[src/rtl/pong_pkg.sv]
// Shared types and defaults for the Pong game sequencer.
package pong_pkg;

  localparam int unsigned DEF_LIVES       = 3;
  localparam int unsigned DEF_WAIT_FRAMES = 120;
  localparam int unsigned BCD_W           = 4;

  typedef enum logic [1:0] {
    NEWGAME = 2'b00,
    PLAY    = 2'b01,
    NEWBALL = 2'b10,
    OVER    = 2'b11
  } state_t;

endpackage

[src/rtl/pong_game_ctrl_bcd2_counter.sv]
// Two-digit BCD counter that saturates at 99; clr returns it to 00.
module bcd2_counter
  import pong_pkg::*;
(
  input  logic             clk,
  input  logic             rst,
  input  logic             inc,
  input  logic             clr,
  output logic [BCD_W-1:0] hi,
  output logic [BCD_W-1:0] lo
);

  logic at_max;

  assign at_max = (hi == BCD_W'(9)) && (lo == BCD_W'(9));

  // Count with decimal carry from ones into tens; hold at 99.
  always_ff @(posedge clk) begin
    if (!rst || clr) begin
      hi <= '0;
      lo <= '0;
    end else if (inc && !at_max) begin
      if (lo == BCD_W'(9)) begin
        lo <= '0;
        hi <= hi + BCD_W'(1);
      end else begin
        lo <= lo + BCD_W'(1);
      end
    end
  end

endmodule

[src/rtl/pong_game_ctrl.sv]
// Pong game sequencer: serve/freeze control, lives, BCD score, pause timer.
module pong_game_ctrl
  import pong_pkg::*;
#(
  parameter int unsigned LIVES       = DEF_LIVES,
  parameter int unsigned WAIT_FRAMES = DEF_WAIT_FRAMES
) (
  input  logic             clk,
  input  logic             rst,
  input  logic [1:0]       btn,
  input  logic             refresh_tick,
  input  logic             hit,
  input  logic             miss,
  output logic             graph_still,
  output logic             ball_reset,
  output logic [1:0]       lives,
  output logic [BCD_W-1:0] score_hi,
  output logic [BCD_W-1:0] score_lo,
  output logic             game_over
);

  localparam int unsigned TIMER_W = $clog2(WAIT_FRAMES + 1);

  state_t               state, state_nx;
  logic [TIMER_W-1:0]   timer, timer_nx;
  logic [1:0]           lives_nx;
  logic [1:0]           btn_q;
  logic                 start_req;
  logic                 score_inc, score_clr;
  logic                 graph_still_nx, ball_reset_nx, game_over_nx;

  // Rising edge of any button; a held button starts nothing further.
  assign start_req = (|btn) & ~(|btn_q);

  // State, timer, lives and output flag registers.
  always_ff @(posedge clk) begin
    if (!rst) begin
      state       <= NEWGAME;
      timer       <= '0;
      lives       <= 2'(LIVES);
      btn_q       <= '0;
      graph_still <= 1'b1;
      ball_reset  <= 1'b1;
      game_over   <= 1'b0;
    end else begin
      state       <= state_nx;
      timer       <= timer_nx;
      lives       <= lives_nx;
      btn_q       <= btn;
      graph_still <= graph_still_nx;
      ball_reset  <= ball_reset_nx;
      game_over   <= game_over_nx;
    end
  end

  // Next-state, timer, lives and score control; flags decode the next state
  // so they move on the same edge as the state register.
  always_comb begin
    state_nx  = state;
    timer_nx  = timer;
    lives_nx  = lives;
    score_inc = 1'b0;
    score_clr = 1'b0;

    case (state)
      NEWGAME: begin
        if (start_req) state_nx = PLAY;
      end
      PLAY: begin
        if (miss) begin
          timer_nx = TIMER_W'(WAIT_FRAMES);
          if (lives == 2'd1) begin
            lives_nx = 2'd0;
            state_nx = OVER;
          end else begin
            lives_nx = lives - 2'd1;
            state_nx = NEWBALL;
          end
        end else if (hit) begin
          score_inc = 1'b1;
        end
      end
      NEWBALL: begin
        if (timer == '0) begin
          if (start_req) state_nx = PLAY;
        end else if (refresh_tick) begin
          timer_nx = timer - TIMER_W'(1);
        end
      end
      OVER: begin
        if (timer == '0) begin
          state_nx  = NEWGAME;
          lives_nx  = 2'(LIVES);
          score_clr = 1'b1;
        end else if (refresh_tick) begin
          timer_nx = timer - TIMER_W'(1);
        end
      end
      default: state_nx = NEWGAME;
    endcase

    graph_still_nx = (state_nx != PLAY);
    ball_reset_nx  = (state_nx != PLAY);
    game_over_nx   = (state_nx == OVER);
  end

  // Score keeper; its own reset covers rst, clr covers the game-over reload.
  bcd2_counter u_score (
    .clk (clk),
    .rst (rst),
    .inc (score_inc),
    .clr (score_clr),
    .hi  (score_hi),
    .lo  (score_lo)
  );

endmodule

[config.mk]
export PLATFORM = sky130hd
export DESIGN_NAME = pong_game_ctrl
export DESIGN_NICKNAME = d
export VERILOG_FILES = /design/src/rtl/pong_pkg.sv /design/src/rtl/pong_game_ctrl_bcd2_counter.sv /design/src/rtl/pong_game_ctrl.sv
export SDC_FILE = /design/constraint.sdc
export NUM_CORES = 1
export LEC_CHECK = 0
export ABC_CLOCK_PERIOD_IN_PS = 2850
export BUFFER_PORTS_ARGS = -buffer_cell sky130_fd_sc_hd__buf_2
export CAP_MARGIN = 0
export CORE_MARGIN = 5
export CORE_UTILIZATION = 55
export CTS_CLUSTER_DIAMETER = 40
export DETAILED_ROUTE_END_ITERATION = 8
export HOLD_SLACK_MARGIN = 0.06
export PLACE_DENSITY = 0.9
export SYNTH_ARGS = -nofsm -noshare
export SYNTH_HDL_FRONTEND = slang
export SYNTH_SLANG_ARGS = --single-unit
[constraint.sdc]
create_clock -name clk -period 2.85 [get_ports clk]
set_input_delay 0.4275 -clock clk [delete_from_list [all_inputs] [get_ports clk]]
set_output_delay 0.4275 -clock clk [all_outputs]
set_load 0.01 [all_outputs]
==> results of run 1 <==
[registers in the layout, indices dropped and copies added (netlist names)]
signal,flops
ball_reset,1
timer,7
btn_q,2
lives,2
state,2
u_score.lo,4
u_score.hi,4
game_over,1
[worst max-delay path by stage]
stage | start | to | depth (start not counted)
after floorplan | miss | u_score.lo[3] | 5
after global placement | miss | u_score.lo[3] | 5
after detailed placement | miss | u_score.lo[3] | 5
after CTS | timer[0] | u_score.lo[3] | 6
after global routing | timer[0] | u_score.lo[3] | 6
final | timer[0] | u_score.lo[3] | 6
[power by group through the flow]
stage / Sequential [mW] / Combinational (mW) / Clock, mW
after floorplan: 0.359 / 0.0649 / 0
after global placement: 0.359 / 0.0806 / 0
after detailed placement: 0.361 / 0.0837 / 0
after CTS: 0.354 / 0.0846 / 0.153
after global routing: 0.357 / 0.0947 / 0.172
final: 0.354 / 0.0842 / 0.151
[stage by stage]
| step | area [µm²] | utilization (%) | hold slack (ns) |
|---|---|---|---|
| detailed placement | 1240 | 63.1 | 0.509 |
| global route | 1260 | 64.5 | 0.315 |
| CTS | 1260 | 64.5 | 0.320 |
| global placement | 1240 | 63.1 | 0.498 |
| finish | 1260 | 64.5 | 0.323 |
| floorplan | 1140 | - | 0.485 |
[area by class of cell]
class                      instances  share of cell area [%]
clock buffer                       3                    1.78
clock inverter                     1                   0.396
inverter                           8                    2.37
multi-input combinational         90                    48.9
sequential                        23                    36.4
tap                               27                    2.67
timing repair buffer              19                    7.52
[cell usage in the layout (no fill, tap or decap), types with 3 or more instances in the layout]
cell | Yosys | layout
nor2_1 | 18 | 18
buf_2 | 0 | 19
a21oi_1 | 7 | 7
ha_1 | 5 | 5
clkbuf_4 | 1 | 3
xor2_1 | 3 | 3
inv_1 | 8 | 8
dfxtp_1 | 23 | 23
xnor2_1 | 5 | 5
o21ai_0 | 4 | 4
a21boi_0 | 4 | 4
a211oi_1 | 5 | 5
nand2_1 | 6 | 6
nand4_1 | 4 | 4
[critical path, stage by stage (launching register included)]
cell and delay, ns:
dfxtp_1 0.36, inv_1 0.08, ha_1 0.17, nor4b_4 0.37, nand4_1 0.25, nand2_1 0.30, and4bb_1 0.22
[per-layer routing]
metal  vias to the layer above  share of wire [%]  GRT usage, %
met5                         -                  0             0
met4                         0                1.2          4.17
met3                         4                3.5          2.78
met2                        21                 51          27.4
met1                       437                 44          18.4
li1                        477                  -             -
[logic make-up after synthesis]
group | after synthesis | synth area share [%]
muxes | 2 | 1.75
xor gates and xnor gates | 8 | 6.13
adders and majority gates | 5 | 5.48
DFF | 23 | 40.3
and+or+nand+nor | 52 | 28.1
buffers and inverters | 13 | 5.59
AOI/OAI and AO/OA | 23 | 12.6
==> results.py, run 1 <==
metrics = {
    "timing": {
        "fin_crit_ns": 1.84,
        "worstMarginPinSlew_ns": 0.495,
        "setup_ws_ns": 1.01,
        "rsz0062_at_grt": "false",
        "relSlewSlack_pct": 66.9,
        "tns_ns": 0,
        "slew_violations": 0,
        "fin_skew_ns": 0.00526,
        "period_share_pct": 64.4,
        "max_freq_mhz": 545,
        "setup_viol": 0,
        "hold_violations": 0,
    },
    "cts": {
        "clkTransAtPathRegs_ns": 0.13,
        "cts_tree": "yes",
        "post_cts_buffers": 0,
        "holdBufCountCts": 0,
        "cts-resized-gates": 0,
        "cts_made_buffers": 3,
        "ctsHtreeMaxLevel": 1,
        "cts_root_buf": "clkbuf_4",
        "clk_latency_ns": 0.31,
        "clk_path_buf_depth": 2,
        "cts_num_sinks": 23,
    },
    "yosys": {
        "ys_warn_count": 0,
        "syn_area_per_cell_um2": 9.07,
        "syn_area_mm2": 0.00114,
        "synth.distinct_cells": 38,
        "yosysSeqAreaShare_pct": 40.3,
        "yosysMostFrequentCell": "dfxtp_1",
        "netlist_top_cells_area": "dfxtp_1, nor2_1, ha_1, xnor2_1, a211oi_1",
        "syn-num-nets": 138,
        "ys_ff_latch": 23,
        "synth_common_cells": "dfxtp_1, nor2_1, inv_1",
        "synth_top_area_cell": "dfxtp_1",
        "synth_edf_count": 0,
        "syn_inst": 126,
        "async_reset_ff_share_pct": 0,
        "synth_ff_type": "dfxtp_1",
        "synth_top_area_share_pct": 40.3,
    },
    "power": {
        "switching_share_pct": 27.5,
        "power_frac_seq_pct": 60.1,
        "power_mw": 0.589,
        "p_per_area_mw_per_mm2": 466,
        "clkPwrFrac_pct": 25.6,
        "p_comb_share_pct": 14.3,
        "p_sw_mw": 0.162,
        "peakVddDrop_v": 0.000357,
        "p_leak_nw": 0.564,
        "intPower_mw": 0.427,
    },
    "cells_and_area": {
        "drive_gt1_share_pct": 19.4,
        "stdcell_count": 171,
        "multi_input_area_um2": 618,
        "seqCellArea_um2": 460,
        "syn_to_final_growth_pct": 10.7,
        "diodes": 0,
        "finalNetCount": 157,
        "fill_cells": 179,
    },
    "placed_design": {
        "gp_congestion": 0.757,
        "place_inst": 167,
        "pre_cts_slack_ns": 1.04,
        "dp_hpwl_um": 1690,
        "io_buffer_count": 19,
    },
    "worst_setup_path": {
        "worstPathRequired_ns": 3.07,
        "worstPathArrival_ns": 2.05,
        "worstSetupStartpointType": "flip-flop",
        "cp_max_fo": 8,
        "reg2reg_slack_ns": 1.01,
        "r2r_end": "u_score.lo[3]",
        "rr_worst_depth": 6,
        "r2r_start": "timer[0]",
        "cp-end-kind": "flip-flop",
        "path_class": "flip-flop to flip-flop",
    },
    "grt": {
        "grt_max_degree": 15,
        "antenna_found_initial": 0,
        "grt_pass1_vias": 881,
        "gr-total-overflow": 0,
        "track_usage_pct": 15.3,
        "grt_pass1_wl_um": 3890,
    },
    "routing": {
        "first_pass_iters": 4,
        "vias": 939,
        "vias_per_cell": 5.49,
        "ant_nets": 0,
        "drtIter0Drc": 20,
        "wire_per_inst_um": 13.0,
        "drc": 0,
        "routed_wl_um": 2230,
    },
    "status": {
        "outcome": "completed",
    },
    "floorplanning": {
        "die_y_um": 55.6,
        "dieArea_mm2": 0.00309,
        "fp.dieW_um": 55.6,
        "io_pins": 20,
        "coreArea_mm2": 0.00196,
        "rows": 16,
        "initial_core_util_pct": 58.2,
    },
    "worst_hold_path": {
        "hold_start": "btn[0]",
        "hold_class": "input pin to flip-flop",
        "whs_path_depth": 2,
        "holdPathEnd": "btn_q[0]",
    },
    "run": {
        "cap_violations": 0,
    },
}
(Power assumes the default switching activity.)
==> inputs of run 2 (changes only) <==
--- a/config.mk
+++ b/config.mk
@@ -5,15 +5,15 @@
 export SDC_FILE = /design/constraint.sdc
 export NUM_CORES = 1
 export LEC_CHECK = 0
-export ABC_CLOCK_PERIOD_IN_PS = 2850
+export ABC_CLOCK_PERIOD_IN_PS = 1700
 export BUFFER_PORTS_ARGS = -buffer_cell sky130_fd_sc_hd__buf_2
 export CAP_MARGIN = 0
 export CORE_MARGIN = 5
-export CORE_UTILIZATION = 55
+export CORE_UTILIZATION = 54
 export CTS_CLUSTER_DIAMETER = 40
 export DETAILED_ROUTE_END_ITERATION = 8
 export HOLD_SLACK_MARGIN = 0.06
-export PLACE_DENSITY = 0.9
+export PLACE_DENSITY = 0.88
 export SYNTH_ARGS = -nofsm -noshare
 export SYNTH_HDL_FRONTEND = slang
 export SYNTH_SLANG_ARGS = --single-unit
==> constraint.sdc (replaced) <==
create_clock -name clk -period 1.7 [get_ports clk]
set_input_delay 0.255 -clock clk [delete_from_list [all_inputs] [get_ports clk]]
set_output_delay 0.255 -clock clk [all_outputs]
set_load 0.01 [all_outputs]
==> run 2 against run 1 <==
Net effect: maximum frequency is 8.1% higher; first-iteration DRC count rose by 80%; power rose by 76%; non-clock buffer count grew 10; highest routed layer unchanged; sequential share of layout area shrank 2.9 points; flip-flop and latch count did not move.
==> results.py, run 2 (synthesis results as in run 1) <==
metrics = {
    "power": {
        "clkPwrFrac_pct": 24.4,
        "peakVddDrop_v": 0.000461,
        "p_comb_share_pct": 18.5,
        "p_sw_mw": 0.288,
        "p_leak_nw": 0.626,
        "intPower_mw": 0.748,
        "switching_share_pct": 27.8,
        "power_mw": 1.04,
        "power_frac_seq_pct": 57.1,
        "p_per_area_mw_per_mm2": 749,
    },
    "timing": {
        "slew_violations": 0,
        "worstMarginPinSlew_ns": 0.415,
        "hold_violations": 0,
        "tns_ns": 0,
        "max_freq_mhz": 589,
        "setup_viol": 0,
        "period_share_pct": 99.9,
        "fin_skew_ns": 0.00101,
        "fin_crit_ns": 1.70,
        "rsz0062_at_grt": "true",
        "relSlewSlack_pct": 72.2,
    },
    "cts": {
        "cts_num_sinks": 23,
        "clk_latency_ns": 0.31,
        "holdBufCountCts": 0,
        "cts_tree": "yes",
        "clk_path_buf_depth": 2,
        "ctsHtreeMaxLevel": 1,
        "cts_root_buf": "clkbuf_4",
        "cts_made_buffers": 3,
        "clkTransAtPathRegs_ns": 0.12,
    },
    "cells_and_area": {
        "top_regs": "timer: 7 flops, u_score.hi: 4 flops, u_score.lo: 4 flops",
        "syn_to_final_growth_pct": 21.1,
        "fill_cells": 148,
        "largest_register": "timer",
        "finalNetCount": 167,
        "final_cell_mix": "dfxtp_1, buf_2, nor2_1",
        "diodes": 0,
        "drive_gt1_share_pct": 29.9,
        "postLayoutCellArea_mm2": 0.00138,
        "largest_reg_flops": 7,
        "stdcell_count": 181,
        "mostFrequentLayoutCell": "dfxtp_1",
    },
    "routing": {
        "ant_nets": 0,
        "vias": 1023,
        "drc": 0,
        "vias_per_cell": 5.65,
        "drtIter0Drc": 36,
        "routed_wl_um": 2660,
        "wire_per_inst_um": 14.7,
        "first_pass_iters": 4,
    },
    "grt": {
        "grt_util_met2_pct": 26.5,
        "grt_max_degree": 14,
        "grt_pass1_wl_um": 4130,
        "gr-total-overflow": 0,
        "antenna_found_initial": 0,
        "use_met3_pct": 3.25,
        "grt_pass1_vias": 974,
        "grt-busiest-layer": "met2",
        "track_usage_pct": 16.2,
        "grt_use_met1_pct": 20.0,
    },
    "worst_setup_path": {
        "worstPathArrival_ns": 1.97,
        "r2r_end": "ball_reset",
        "cp_max_fo": 6,
        "crit_path_start": "timer[1]",
        "reg2reg_slack_ns": 0.002,
        "r2r_start": "timer[1]",
        "worstSetupStartpointType": "flip-flop",
        "rr_worst_depth": 7,
        "worstPathRequired_ns": 1.97,
        "path_class": "flip-flop to flip-flop",
        "cp-end-kind": "flip-flop",
    },
    "worst_hold_path": {
        "hold_class": "input pin to flip-flop",
        "whs_path_depth": 2,
        "hold_start": "btn[0]",
        "holdPathEnd": "btn_q[0]",
    },
    "placed_design": {
        "gp_congestion": 0.908,
        "placed_area_mm2": 0.00127,
        "place_inst": 172,
        "io_buffer_count": 19,
        "dp_hpwl_um": 1830,
    },
    "floorplanning": {
        "initial_core_util_pct": 57.6,
        "coreArea_mm2": 0.00198,
        "dieArea_mm2": 0.00314,
        "fp.dieW_um": 56.0,
        "rows": 16,
        "io_pins": 20,
        "die_y_um": 56.0,
    },
    "run": {
        "cap_violations": 0,
    },
    "status": {
        "outcome": "completed",
    },
}
==> run 2: cell count changes in the layout (fill, tap and decap cells not counted), sizes merged <==
cell    before  now
clkbuf       3    4
clkinv       1    0
buf         19   29
==> run 2: timing repair <==
item / 4_1_cts / 5_1_grt
pin swaps: 0 / 7
cloned: 0 / 0
buffers inserted: 1 / 4
setup endpoints to repair: 1 / 16
gates resized for setup: 0 / 15
==> run 2: power groups by stage <==
stage	registers, mW	logic (mW)	clock network, mW
finish	0.592	0.191	0.253
global route	0.596	0.209	0.280
CTS	0.590	0.165	0.260
detailed placement	0.602	0.155	0
global placement	0.600	0.147	0
floorplan	0.601	0.109	0
==> run 2: worst max-delay path: stages (launching register included) <==
cell	delay, ns
dfxtp_2	0.34
inv_2	0.08
ha_4	0.14
nor4b_4	0.36
nand4_1	0.29
nor4b_4	0.22
buf_4	0.15
nand3_2	0.06
==> run 2: worst max path at each step <==
stage,to,slack [ns],cells past startpoint
floorplan,u_score.lo[3],0.13,5
global placement,game_over,0.14,6
detailed placement,game_over,-0.009,6
CTS,timer[4],0.007,6
global route,u_score.lo[3],-0.08,6
finish,ball_reset,0.002,7
==> run 2: cell type report <==
| cell class | instances | area [µm²] | share of cell area [%] |
|---|---|---|---|
| clock buffers | 4 | 26.3 | 1.90 |
| inverters | 8 | 30.0 | 2.17 |
| multi-input cells | 90 | 657 | 47.5 |
| flip-flops and latches | 23 | 463 | 33.5 |
| well taps | 27 | 33.8 | 2.44 |
| repair buffers | 29 | 174 | 12.6 |
==> run 2: routing by layer <==
layer,wire [µm],up-vias,share of wire [%]
li1,-,499,-
met1,1170,472,44
met2,1240,44,47
met3,194,8,7.3
met4,54,0,2.0
met5,0,-,0
==> run 2: through the flow <==
stage	hold WS, ns	setup WS [ns]	util [%]
2_1_floorplan	0.377	0.131	-
3_3_place_gp	0.470	0.136	64.3
3_5_place_dp	0.473	-0.00917	64.3
4_1_cts	0.143	0.00740	66.0
5_1_grt	0.165	-0.0830	69.8
6_report	0.146	0.00195	69.8
==> inputs of run 3 (changes only) <==
--- a/config.mk
+++ b/config.mk
@@ -9,11 +9,12 @@
 export BUFFER_PORTS_ARGS = -buffer_cell sky130_fd_sc_hd__buf_2
 export CAP_MARGIN = 0
 export CORE_MARGIN = 5
-export CORE_UTILIZATION = 54
+export CORE_UTILIZATION = 55
+export CTS_BUF_LIST = sky130_fd_sc_hd__clkbuf_2 sky130_fd_sc_hd__clkbuf_4 sky130_fd_sc_hd__clkbuf_8
 export CTS_CLUSTER_DIAMETER = 40
 export DETAILED_ROUTE_END_ITERATION = 8
 export HOLD_SLACK_MARGIN = 0.06
-export PLACE_DENSITY = 0.88
+export PLACE_DENSITY = 0.9
 export SYNTH_ARGS = -nofsm -noshare
 export SYNTH_HDL_FRONTEND = slang
 export SYNTH_SLANG_ARGS = --single-unit
==> run 3 against run 2 <==
Net effect: sequential power about the same; non-clock buffer count is 2 lower; die area decreased by 1.5%; power grew 0.86%; largest cell class unchanged.
==> results.py, run 3 (synthesis results as in run 1) <==
metrics = {
    "routing": {
        "vias": 1015,
        "first_pass_iters": 5,
        "drtIter0Drc": 28,
        "wire_per_inst_um": 14.4,
        "vias_per_cell": 5.67,
        "routed_wl_um": 2580,
        "drc": 0,
        "ant_nets": 0,
    },
    "cells_and_area": {
        "fill_cells": 160,
        "syn_to_final_growth_pct": 20.0,
        "postLayoutCellArea_mm2": 0.00137,
        "finalNetCount": 165,
        "mostFrequentLayoutCell": "dfxtp_1",
        "drive_gt1_share_pct": 30.3,
        "top_regs": "timer: 7 flops, u_score.hi: 4 flops, u_score.lo: 4 flops",
        "final_cell_mix": "dfxtp_1, buf_2, nor2_1",
        "diodes": 0,
        "largest_register": "timer",
        "largest_reg_flops": 7,
    },
    "power": {
        "p_sw_mw": 0.279,
        "p_leak_nw": 0.618,
        "peakVddDrop_v": 0.000691,
        "switching_share_pct": 26.7,
        "clkPwrFrac_pct": 24.7,
        "power_frac_seq_pct": 56.7,
        "intPower_mw": 0.766,
        "p_per_area_mw_per_mm2": 762,
        "p_comb_share_pct": 18.6,
    },
    "cts": {
        "clk_latency_ns": 0.31,
        "cts_num_sinks": 23,
        "clkTransAtPathRegs_ns": 0.11,
        "cts_tree": "yes",
        "ctsHtreeMaxLevel": 1,
        "cts_root_buf": "clkbuf_4",
        "holdBufCountCts": 0,
        "cts_made_buffers": 3,
        "clk_path_buf_depth": 2,
    },
    "grt": {
        "grt_pass1_wl_um": 4130,
        "gr-total-overflow": 0,
        "grt_max_degree": 14,
        "grt_pass1_vias": 962,
        "track_usage_pct": 16.4,
        "antenna_found_initial": 0,
    },
    "placed_design": {
        "gp_congestion": 0.825,
        "io_buffer_count": 19,
        "dp_hpwl_um": 1840,
        "pre_cts_slack_ns": 0.0398,
        "placed_area_mm2": 0.00127,
    },
    "timing": {
        "slew_violations": 0,
        "relSlewSlack_pct": 72.6,
        "setup_viol": 0,
        "fin_skew_ns": 0.00257,
        "hold_violations": 0,
        "fin_crit_ns": 1.66,
        "setup_ws_ns": 0.0391,
        "worstMarginPinSlew_ns": 0.407,
        "max_freq_mhz": 602,
        "period_share_pct": 97.7,
    },
    "run": {
        "cap_violations": 0,
    },
    "worst_hold_path": {
        "hold_class": "input pin to flip-flop",
    },
    "worst_setup_path": {
        "worstPathArrival_ns": 1.87,
        "cp_max_fo": 5,
        "worstSetupStartpointType": "flip-flop",
        "path_class": "flip-flop to flip-flop",
        "cp-end-kind": "flip-flop",
        "worstPathRequired_ns": 1.91,
        "reg2reg_slack_ns": 0.04,
    },
    "floorplanning": {
        "fp.dieW_um": 55.6,
        "io_pins": 20,
        "rows": 16,
        "die_y_um": 55.6,
        "dieArea_mm2": 0.00309,
        "coreArea_mm2": 0.00196,
        "initial_core_util_pct": 58.2,
    },
    "status": {
        "outcome": "completed",
    },
}
==> run 3: cell count changes in the layout (fill, tap and decap cells not counted), sizes merged <==
cell	previous run	this run
buf	29	27
==> run 3: final timing paths <==
path                 startpoint             to  cells after the start
setup / recovery       timer[0]  u_score.lo[3]                      6
hold / removal           btn[0]       btn_q[0]                      2
setup reg to reg       timer[0]  u_score.lo[3]                      6
hold reg to reg   u_score.hi[1]  u_score.hi[1]                      2
==> run 3: layout make-up <==
class                      instances  area [µm²]  area share, %
clock buffer                       4        30.0           2.19
inverter                           8        30.0           2.19
multi-input combinational         90         656           47.8
sequential                        23         463           33.8
tap                               27        33.8           2.46
timing repair buffer              27         159           11.6
==> run 3: metal layers <==
metal / track usage [%] / share of wire (%) / wire [µm]
met4: 8.33 / 2.6 / 66
met2: 28.4 / 52 / 1340
met5: 0 / 0 / 0
met1: 18.9 / 40 / 1020
met3: 3.25 / 5.7 / 146
==> run 3: metrics by stage <==
step	hold slack (ns)	TNS, ns	total power [mW]	std cells	utilization (%)
CTS	0.145	0	1.02	176	66.5
global route	0.140	-0.345	1.11	179	69.9
floorplan	0.377	0	0.710	126	-
global placement	0.470	0	0.744	171	64.6
finish	0.150	0	1.05	179	69.9
detailed placement	0.471	0	0.752	171	64.6
==> run 3: critical path, stage by stage (launching register included) <==
cell      delay [ns]
dfxtp_2         0.35
inv_2           0.08
ha_4            0.14
nor4b_4         0.32
nand4_1         0.28
nand2_2         0.18
and4bb_1        0.22
==> run 3: power groups by stage <==
stage	combinational, mW	sequential (mW)	clock, mW
floorplan	0.109	0.601	0
global placement	0.144	0.600	0
detailed placement	0.151	0.602	0
CTS	0.161	0.590	0.265
global route	0.211	0.595	0.299
finish	0.194	0.592	0.259
==> run 3: timing repair <==
action                                  CTS  global route
endpoints found under the setup margin    2            13
pin swaps                                 0             6
buffers inserted                          1             3
gates resized for setup                   0            17
endpoints found under the hold margin     0             0
